File: src/rtl/alu_pkg.sv
// Shared definitions for the ALU and its round-robin arbiter: opcodes,
// sequencer states and the grant-selection helper.
package alu_pkg;

  localparam logic [2:0] OP_AND = 3'b000;
  localparam logic [2:0] OP_OR  = 3'b001;
  localparam logic [2:0] OP_ADD = 3'b010;
  localparam logic [2:0] OP_SUB = 3'b110;

  typedef enum logic [1:0] {
    IDLE = 2'd0,
    EXEC = 2'd1,
    RESP = 2'd2
  } state_t;

  function automatic logic is_legal_op(input logic [2:0] op);
    return (op == OP_AND) || (op == OP_OR) || (op == OP_ADD) || (op == OP_SUB);
  endfunction

  // First set bit of valid, searching upward from last+1 and wrapping at nreq.
  function automatic logic [2:0] rr_pick(input logic [7:0] valid,
                                         input logic [2:0] last,
                                         input int         nreq);
    logic [2:0] pick;
    logic       found;
    int         idx;
    pick  = '0;
    found = 1'b0;
    for (int i = 1; i <= 8; i++) begin
      if (i <= nreq) begin
        idx = (int'(last) + i) % nreq;
        if (!found && valid[idx[2:0]]) begin
          pick  = idx[2:0];
          found = 1'b1;
        end
      end
    end
    return pick;
  endfunction

endpackage

File: src/rtl/alu.sv
// Shared 8-bit ALU: AND/OR/ADD/SUB with negative/carry/zero flags.
module alu
  import alu_pkg::*;
(
  input  logic [7:0] a,
  input  logic [7:0] b,
  input  logic [2:0] ctrl,
  output logic [7:0] y,
  output logic       negative,
  output logic       carry,
  output logic       zero
);

  logic [8:0] wide;

  always_comb begin
    wide     = '0;
    y        = '0;
    negative = 1'b0;
    carry    = 1'b0;
    zero     = 1'b0;
    case (ctrl)
      OP_AND: begin
        y    = a & b;
        zero = (y == 8'h00);
      end
      OP_OR: begin
        y    = a | b;
        zero = (y == 8'h00);
      end
      OP_ADD: begin
        wide  = {1'b0, a} + {1'b0, b};
        y     = wide[7:0];
        carry = wide[8];
        zero  = (y == 8'h00);
      end
      OP_SUB: begin
        // Bit 8 of the 9-bit difference is the borrow.
        wide     = {1'b0, a} - {1'b0, b};
        y        = wide[7:0];
        carry    = wide[8];
        negative = (a < b);
        zero     = (y == 8'h00);
      end
      default: ;
    endcase
  end

endmodule

File: src/rtl/alu_arbiter.sv
// Round-robin arbiter that shares one ALU between NREQ requesters and
// returns each result on a tagged, backpressured response channel.
module alu_arbiter
  import alu_pkg::*;
#(
  parameter int NREQ = 2,
  parameter int IDW  = 3
) (
  input  logic              clk,
  input  logic              rst_n,
  input  logic [NREQ-1:0]   req_valid,
  output logic [NREQ-1:0]   req_ready,
  input  logic [8*NREQ-1:0] req_a,
  input  logic [8*NREQ-1:0] req_b,
  input  logic [3*NREQ-1:0] req_ctrl,
  output logic              rsp_valid,
  input  logic              rsp_ready,
  output logic [IDW-1:0]    rsp_id,
  output logic [7:0]        rsp_y,
  output logic              rsp_negative,
  output logic              rsp_carry,
  output logic              rsp_zero,
  output logic              rsp_err
);

  state_t     state;
  logic [2:0] last_grant;
  logic [2:0] grant;
  logic [2:0] id_q;
  logic [7:0] a_q, b_q;
  logic [2:0] ctrl_q;
  logic [7:0] alu_y;
  logic       alu_negative, alu_carry, alu_zero;

  assign grant = rr_pick(8'(req_valid), last_grant, NREQ);

  // The accept handshake is combinational and only ever offered in IDLE.
  always_comb begin
    req_ready = '0;
    if (state == IDLE && |req_valid)
      req_ready = NREQ'(1) << grant;
  end

  alu u_alu (
    .a        (a_q),
    .b        (b_q),
    .ctrl     (ctrl_q),
    .y        (alu_y),
    .negative (alu_negative),
    .carry    (alu_carry),
    .zero     (alu_zero)
  );

  always_ff @(posedge clk or negedge rst_n) begin
    if (!rst_n) begin
      state        <= IDLE;
      last_grant   <= 3'(NREQ - 1);
      id_q         <= '0;
      a_q          <= '0;
      b_q          <= '0;
      ctrl_q       <= '0;
      rsp_valid    <= 1'b0;
      rsp_id       <= '0;
      rsp_y        <= '0;
      rsp_negative <= 1'b0;
      rsp_carry    <= 1'b0;
      rsp_zero     <= 1'b0;
      rsp_err      <= 1'b0;
    end else begin
      case (state)
        IDLE: begin
          if (|req_valid) begin
            a_q        <= req_a[8*grant +: 8];
            b_q        <= req_b[8*grant +: 8];
            ctrl_q     <= req_ctrl[3*grant +: 3];
            id_q       <= grant;
            last_grant <= grant;
            state      <= EXEC;
          end
        end
        EXEC: begin
          // Illegal opcodes report an error with a zeroed result and flags.
          if (is_legal_op(ctrl_q)) begin
            rsp_y        <= alu_y;
            rsp_negative <= alu_negative;
            rsp_carry    <= alu_carry;
            rsp_zero     <= alu_zero;
            rsp_err      <= 1'b0;
          end else begin
            rsp_y        <= '0;
            rsp_negative <= 1'b0;
            rsp_carry    <= 1'b0;
            rsp_zero     <= 1'b0;
            rsp_err      <= 1'b1;
          end
          rsp_id    <= IDW'(id_q);
          rsp_valid <= 1'b1;
          state     <= RESP;
        end
        RESP: begin
          if (rsp_ready) begin
            rsp_valid <= 1'b0;
            state     <= IDLE;
          end
        end
        default: state <= IDLE;
      endcase
    end
  end

endmodule

File: config.mk
export PLATFORM = sky130hd
export DESIGN_NAME = alu_arbiter
export DESIGN_NICKNAME = d
export VERILOG_FILES = /design/src/rtl/alu_pkg.sv /design/src/rtl/alu.sv /design/src/rtl/alu_arbiter.sv
export SDC_FILE = /design/constraint.sdc
export NUM_CORES = 1
export LEC_CHECK = 0
export ABC_AREA = 1
export CORE_UTILIZATION = 45
export DETAILED_ROUTE_END_ITERATION = 12
export PLACE_DENSITY_LB_ADDON = 0.12
export SYNTH_ARGS = -nofsm -noshare
export SYNTH_HDL_FRONTEND = slang
export SYNTH_SLANG_ARGS = --single-unit
File: constraint.sdc
create_clock -name clk -period 2.8 [get_ports clk]
set_clock_uncertainty 0.2 [all_clocks]
set_input_delay 0.56 -clock clk [delete_from_list [all_inputs] [get_ports clk]]
set_output_delay 0.56 -clock clk [all_outputs]
set_load 0.03 [all_outputs]
**After elaboration in Yosys (flattened, before gate mapping)**

Index checks and enable logic that the tools add are counted.

- Add/subtract/negate cells: 4
- Multipliers: 1
- Order comparisons: 3
- Eq/ne operators: 7
- Shift-type cells: 4
- Muxes and demuxes: 22
- Bitwise logic cells: 4
- Reductions and logical operators: 17

Operator list:

| cell | count |
|---|---|
| $logic_not A8 Y1 | 4 |
| $pmux W8 S4 | 1 |
| $shiftx A16 B7 Y8 | 2 |
| $add A8 B8 Y9 | 1 |
| $mux W1 | 9 |
| $sub A8 B8 Y9 | 1 |
| $and A8 B8 Y8 | 1 |
| $lt A3 B4 Y1 const B | 2 |
| $lt A8 B8 Y1 | 1 |
| $mux W8 | 1 |
| $or A8 B8 Y8 | 1 |
| $mux W2 | 3 |
| $mux W3 | 2 |
| $pmux W2 S3 | 1 |
| $reduce_and A2 Y1 | 3 |
| $shiftx A6 B6 Y3 | 1 |
| $mul A2 B3 Y5 const A | 1 |
| $bmux W1 S2 | 2 |
| $pmux W1 S2 | 2 |
| $pmux W1 S4 | 1 |
| $eq A3 B1 Y1 const B | 1 |
| $eq A3 B2 Y1 const B | 1 |
| $eq A3 B3 Y1 const B | 1 |
| $logic_not A3 Y1 | 1 |
| other kinds (13) | 18 |

- Register bits: 41
- Input port bits: 43
- Output and inout port bits: 18
- Logic and storage cells: 75

**Longest topological paths before layout**

- Word-level depth: 10
- Depth in mapped cells: 15

**Hierarchy**

Synthesis repeated with hierarchy kept, for this count alone.

- Cells, all modules: 448
- Area, all modules: 3052.9 um^2

Modules (own cells, without submodules):

| module | instances | cells each | area each (um^2) | seq. area each (um^2) |
|---|---|---|---|---|
| alu_arbiter | 1 | 229 | 1809.2 | 927.1 |
| alu | 1 | 219 | 1243.7 | 0.0 |

**Worst setup path after synthesis**

Ideal clock, no wire load.

- Kind: register -> register
- Start point: reg a_q[0]
- End point: reg rsp_zero
- Library setup time: 117 ps
- Arrival time: 1688 ps
- Slack: 795 ps
- Cell stages (with the launch flop): 16
- Clock period less this slack: 2005 ps
- Path through: dfrtp_1 > inv_1 > ha_1 > fa_1 > inv_1 > nand2_1 > nand2_1 > nand3_2 > nand2_2 > nand2_1 > nand2_1 > nor2_1 > nand2_1 > nand3_1 > nand2_1 > nand2_1

- Longest elaborated chain between the ends: 4
- Elaborated cells on any way between the ends: 10

Ends and longest elaborated chain:

| what | line | source |
|---|---|---|
| start: declaration | alu_arbiter.sv:30 | `logic [7:0] a_q, b_q;` |
| start signal: assignment | alu_arbiter.sv:73 | `a_q <= req_a[8*grant +: 8];` |
| $sub A8 B8 Y9 (tied with other cells) | alu.sv:39 | `wide = {1'b0, a} - {1'b0, b};` |
| $logic_not A8 Y1 (on tied branches) | -- |  |
| $pmux W1 S4 (*) | alu.sv:22 | `case (ctrl)` |
| $mux W1 (*) | alu_arbiter.sv:83 | `if (is_legal_op(ctrl_q)) begin` |
| end signal: assignment | alu_arbiter.sv:87 | `rsp_zero <= alu_zero;` |
| end: declaration | alu_arbiter.sv:22 | `output logic rsp_zero,` |

Mark *: on every way between the ends. The rest lies on a longest branch, timed or not.
A chain may end at the register's enable or synchronous reset.

**Final worst setup path**

- Start point: in req_valid[1]
- End point: out req_ready[0]

- Longest elaborated chain between the ends: 8
- Elaborated cells on any way between the ends: 13

Ends and longest elaborated chain:

| what | line | source |
|---|---|---|
| start: declaration | alu_arbiter.sv:11 | `input logic [NREQ-1:0] req_valid,` |
| $bmux W1 S2 | alu_pkg.sv:32 | `if (!found && valid[idx[2:0]]) begin` |
| $mux W1 (not written as such) | alu_pkg.sv:32 |  |
| $mux W1 | alu_pkg.sv:32 |  |
| $logic_not A1 Y1 | alu_pkg.sv:32 |  |
| $logic_and A1 B1 Y1 | alu_pkg.sv:32 |  |
| $mux W3 | alu_pkg.sv:32 |  |
| $shl A1 B3 Y2 | alu_arbiter.sv:41 | `req_ready = NREQ'(1) << grant;` |
| $mux W2 (*) | alu_arbiter.sv:40 | `if (state == IDLE && \|req_valid)` |
| end: declaration | alu_arbiter.sv:12 | `output logic [NREQ-1:0] req_ready,` |

Mark *: on every way between the ends. The rest lies on a longest branch, timed or not. The select of a mux whose other input is x is not followed.

==> qor.csv <==
stage,metric,value,unit
finish,area grow syn2layout,28.3,%
finish,diodes inserted,0,
logic_synthesis,Post-synth top cells,"nand2_1 (126), inv_1 (44), dfrtp_1 (36), ha_1 (24), nand3_1 (22)",
die,DIE WIDTH,79.1,um
setup_path,CP max stage delay,510,ps
placed_design,gpl congestion,0.902,
route,final wirelength,6.91,mm
timing,Max Freq,405,MHz
cts,H-tree depth,2,
logic_synthesis,Gate Count Post-Synth,373,
route,DRT Pass-1 Iters,4,
global_routing,grt ovf,0,
pwr,Pleak,1.67,nW
placed_design,DPL Wire Length,5.48,mm
logic_synthesis,Post-Synth Adder-Cell Area,12.7,%
logic_synthesis,Mean Syn Cell Area,7.18,um2
timing,period utilization,88.2,%
logic_synthesis,"count leader, synth",nand2_1,
setup_path,Worst Path Max Fanout,3,
logic_synthesis,sequential share of the synthesized area,34.6,%
cts,Post CTS Setup Buffer Count,0,
cts,Root Driver,clkbuf_8,
cts,clock latency reported for the late side of the worst-skew pair,290,ps
die,I/O pin total,61,
setup_path,CP Launch Type,input pin,
hold_path,worst min path class,in -> async,
logic_synthesis,Post-synth EDFFs,0,
logic_synthesis,Synth Area in Simple Gates,29.0,%
global_routing,All-Layer GR Usage,24.7,%
pwr,worst vdd ir,578,uV
global_routing,vias in the first global route,2483,
cts,# hold bufs at CTS,0,
logic_synthesis,post-synthesis mux area share,0,%
placed_design,dpl cells,497,
route,Routed Antenna Nets,0,
global_routing,first-pass GRT wire length,11.8,mm
logic_synthesis,flip-flop and latch count after synthesis,37,
route,Post-route DRC,0,
logic_synthesis,Netlist Area Pre-Place,0.00268,mm2
logic_synthesis,Synth area leaders,"dfrtp_1 (34%), nand2_1 (18%), ha_1 (11%)",
timing,setup TNS,0,ps
logic_synthesis,post-synthesis compound-gate area fraction,13.9,%
logic_synthesis,main combinational cell family by area after synthesis,simple AND/OR/NAND/NOR gates,
die,Rows,27,
finish,fin cells,505,
logic_synthesis,Netlist cell types,30,
timing,RSZ-0062 raised after global routing,false,
setup_path,Worst EP required,2040,ps
die,core area,0.00561,mm2
die,die height,79.1,um
placed_design,pre-CTS setup slack,376,ps
cts,# clock sinks,37,
logic_synthesis,XOR/XNOR share of the synthesized area,0.655,%
logic_synthesis,cell taking the most area after synthesis,dfrtp_1,
timing,Slew @ Worst Pin,823,ps
finish,fraction of layout cells with a size suffix above 1,7.39,%
timing,worst setup margin,332,ps
status,status,finished clean,
logic_synthesis,synth warn,0,
setup_path,Worst setup EP type,output pin,
cts,"CTS clk-pin slew, worst paths",80,ps
die,Initial Utilization,47.7,%
die,Die ar.,0.00626,mm2
global_routing,pin count of the biggest net entering global routing,38,
finish,Layout fillers,538,
timing,Slew HR,45.1,%
finish,Nets,501,
logic_synthesis,asr flop ratio synth,100,%
logic_synthesis,Yosys top cell area share,33.7,%
global_routing,initial antenna violation count,0,
route,vias per cell,5.13,
timing,Final Hold Vio Count,0,
pwr,total power draw,4.34,mW
setup_path,Crit path arrival time,1710,ps
timing,final setup fails,0,
timing,Final Max Tran Viols,0,
route,Avg WL per Cell,13.7,um
cts,CTS tree,done,
setup_path,family with the most delay on the worst path,buffers and inverters,
setup_path,worst-path cell chain,"clkdlybuf4s50_1, o21ai_0, a21oi_1, buf_4",
run,# Max-Cap Violations,0,
setup_path,crit path kind,in -> out,
timing,worst hold margin,162,ps
pwr,PD cells,1260,mW/mm2
timing,Tmin final,2470,ps
placed_design,PortBufs,58,
cts,post-CTS sizing,0,
setup_path,Worst Path Buf+Inv,2,
cts,CTS Buf Count,5,
route,routed vias,2590,
setup_path,slowest cell on the critical path,clkdlybuf4s50_1,
logic_synthesis,"Primary FF master, synth",dfrtp_1,
route,initial DRC count,131,
cts,CTS max path bufs,2,
layout make-up:
type                            instances  area [um2]  area share, %
Clock buffer                            6        82.6           2.40
Clock inverter                          2        37.5           1.09
Inverter                               49         184           5.36
Multi-Input combinational cell        277        1510           44.0
Sequential cell                        37         927           27.0
Tap cell                               72        90.1           2.62
Timing Repair Buffer                   62         601           17.5
final timing paths:
kind                                      startpoint                        end  slack (ps)  cells after the start
min in group clk           last_grant[0]$_DFFE_PN1P_  last_grant[0]$_DFFE_PN1P_         270                      2
min reg2reg                last_grant[0]$_DFFE_PN1P_  last_grant[0]$_DFFE_PN1P_         270                      2
min                                            rst_n         b_q[6]$_DFFE_PN0P_         160                      1
max in group asynchronous                      rst_n       rsp_y[0]$_DFFE_PN0P_        1720                      1
max                                     req_valid[1]               req_ready[0]         330                      4
max reg2reg                       a_q[1]$_DFFE_PN0P_       rsp_zero$_DFFE_PN0P_         510                     12
sequential cells by signal, indices dropped and copies added, names as in the netlist:
signal	flops
rsp_id	1
rsp_negative	1
rsp_valid	1
a_q	8
state	2
last_grant	1
rsp_zero	1
b_q	8
ctrl_q	3
id_q	1
rsp_y	8
rsp_carry	1
rsp_err	1
layer usage:
metal,up-vias,wire (um),track usage [%]
li1,1314,-,-
met1,1200,3400,33.7
met2,71,3200,40.2
met3,5,269,4.83
met4,0,51,6.00
met5,-,0,0
report_power, final:
part	internal [mW]	switching, mW	total [mW]
logic	1.05	1.85	2.90
registers	0.777	0.160	0.936
clock network	0.290	0.207	0.497
total	2.12	2.22	4.34
cells by family after synthesis:
| logic type | after synthesis |
|---|---|
| and+or+nand+nor | 186 |
| AOI/OAI and AO/OA | 61 |
| buffers and inverters | 60 |
| DFF | 37 |
| adders and majority gates | 26 |
| xor gates and xnor gates | 2 |
| other | 1 |
metrics by stage:
step	area (um2)	util (%)
after global placement	3310	59.1
final	3430	61.2
after floorplan	2680	-
after CTS	3430	61.2
after detailed placement	3310	59.1
after global routing	3430	61.2
layout by cell type (no fill, tap or decap), drive strengths merged:
master,count
buf,7
nand2,130
inv,49
a21oi,12
bufinv,1
clkbuf,6
nand4,4
nand3b,1
o22ai,6
dfrtp,36
a211oi,1
ha,24
xor2,2
fa,2
dfstp,1
nand3,23
or2,3
o211ai,19
clkinvlp,1
nor2,23
conb,2
o21ai,21
nor3,2
clkdlybuf4s50,55
o31ai,2
Power figures use the tool's default switching activity.
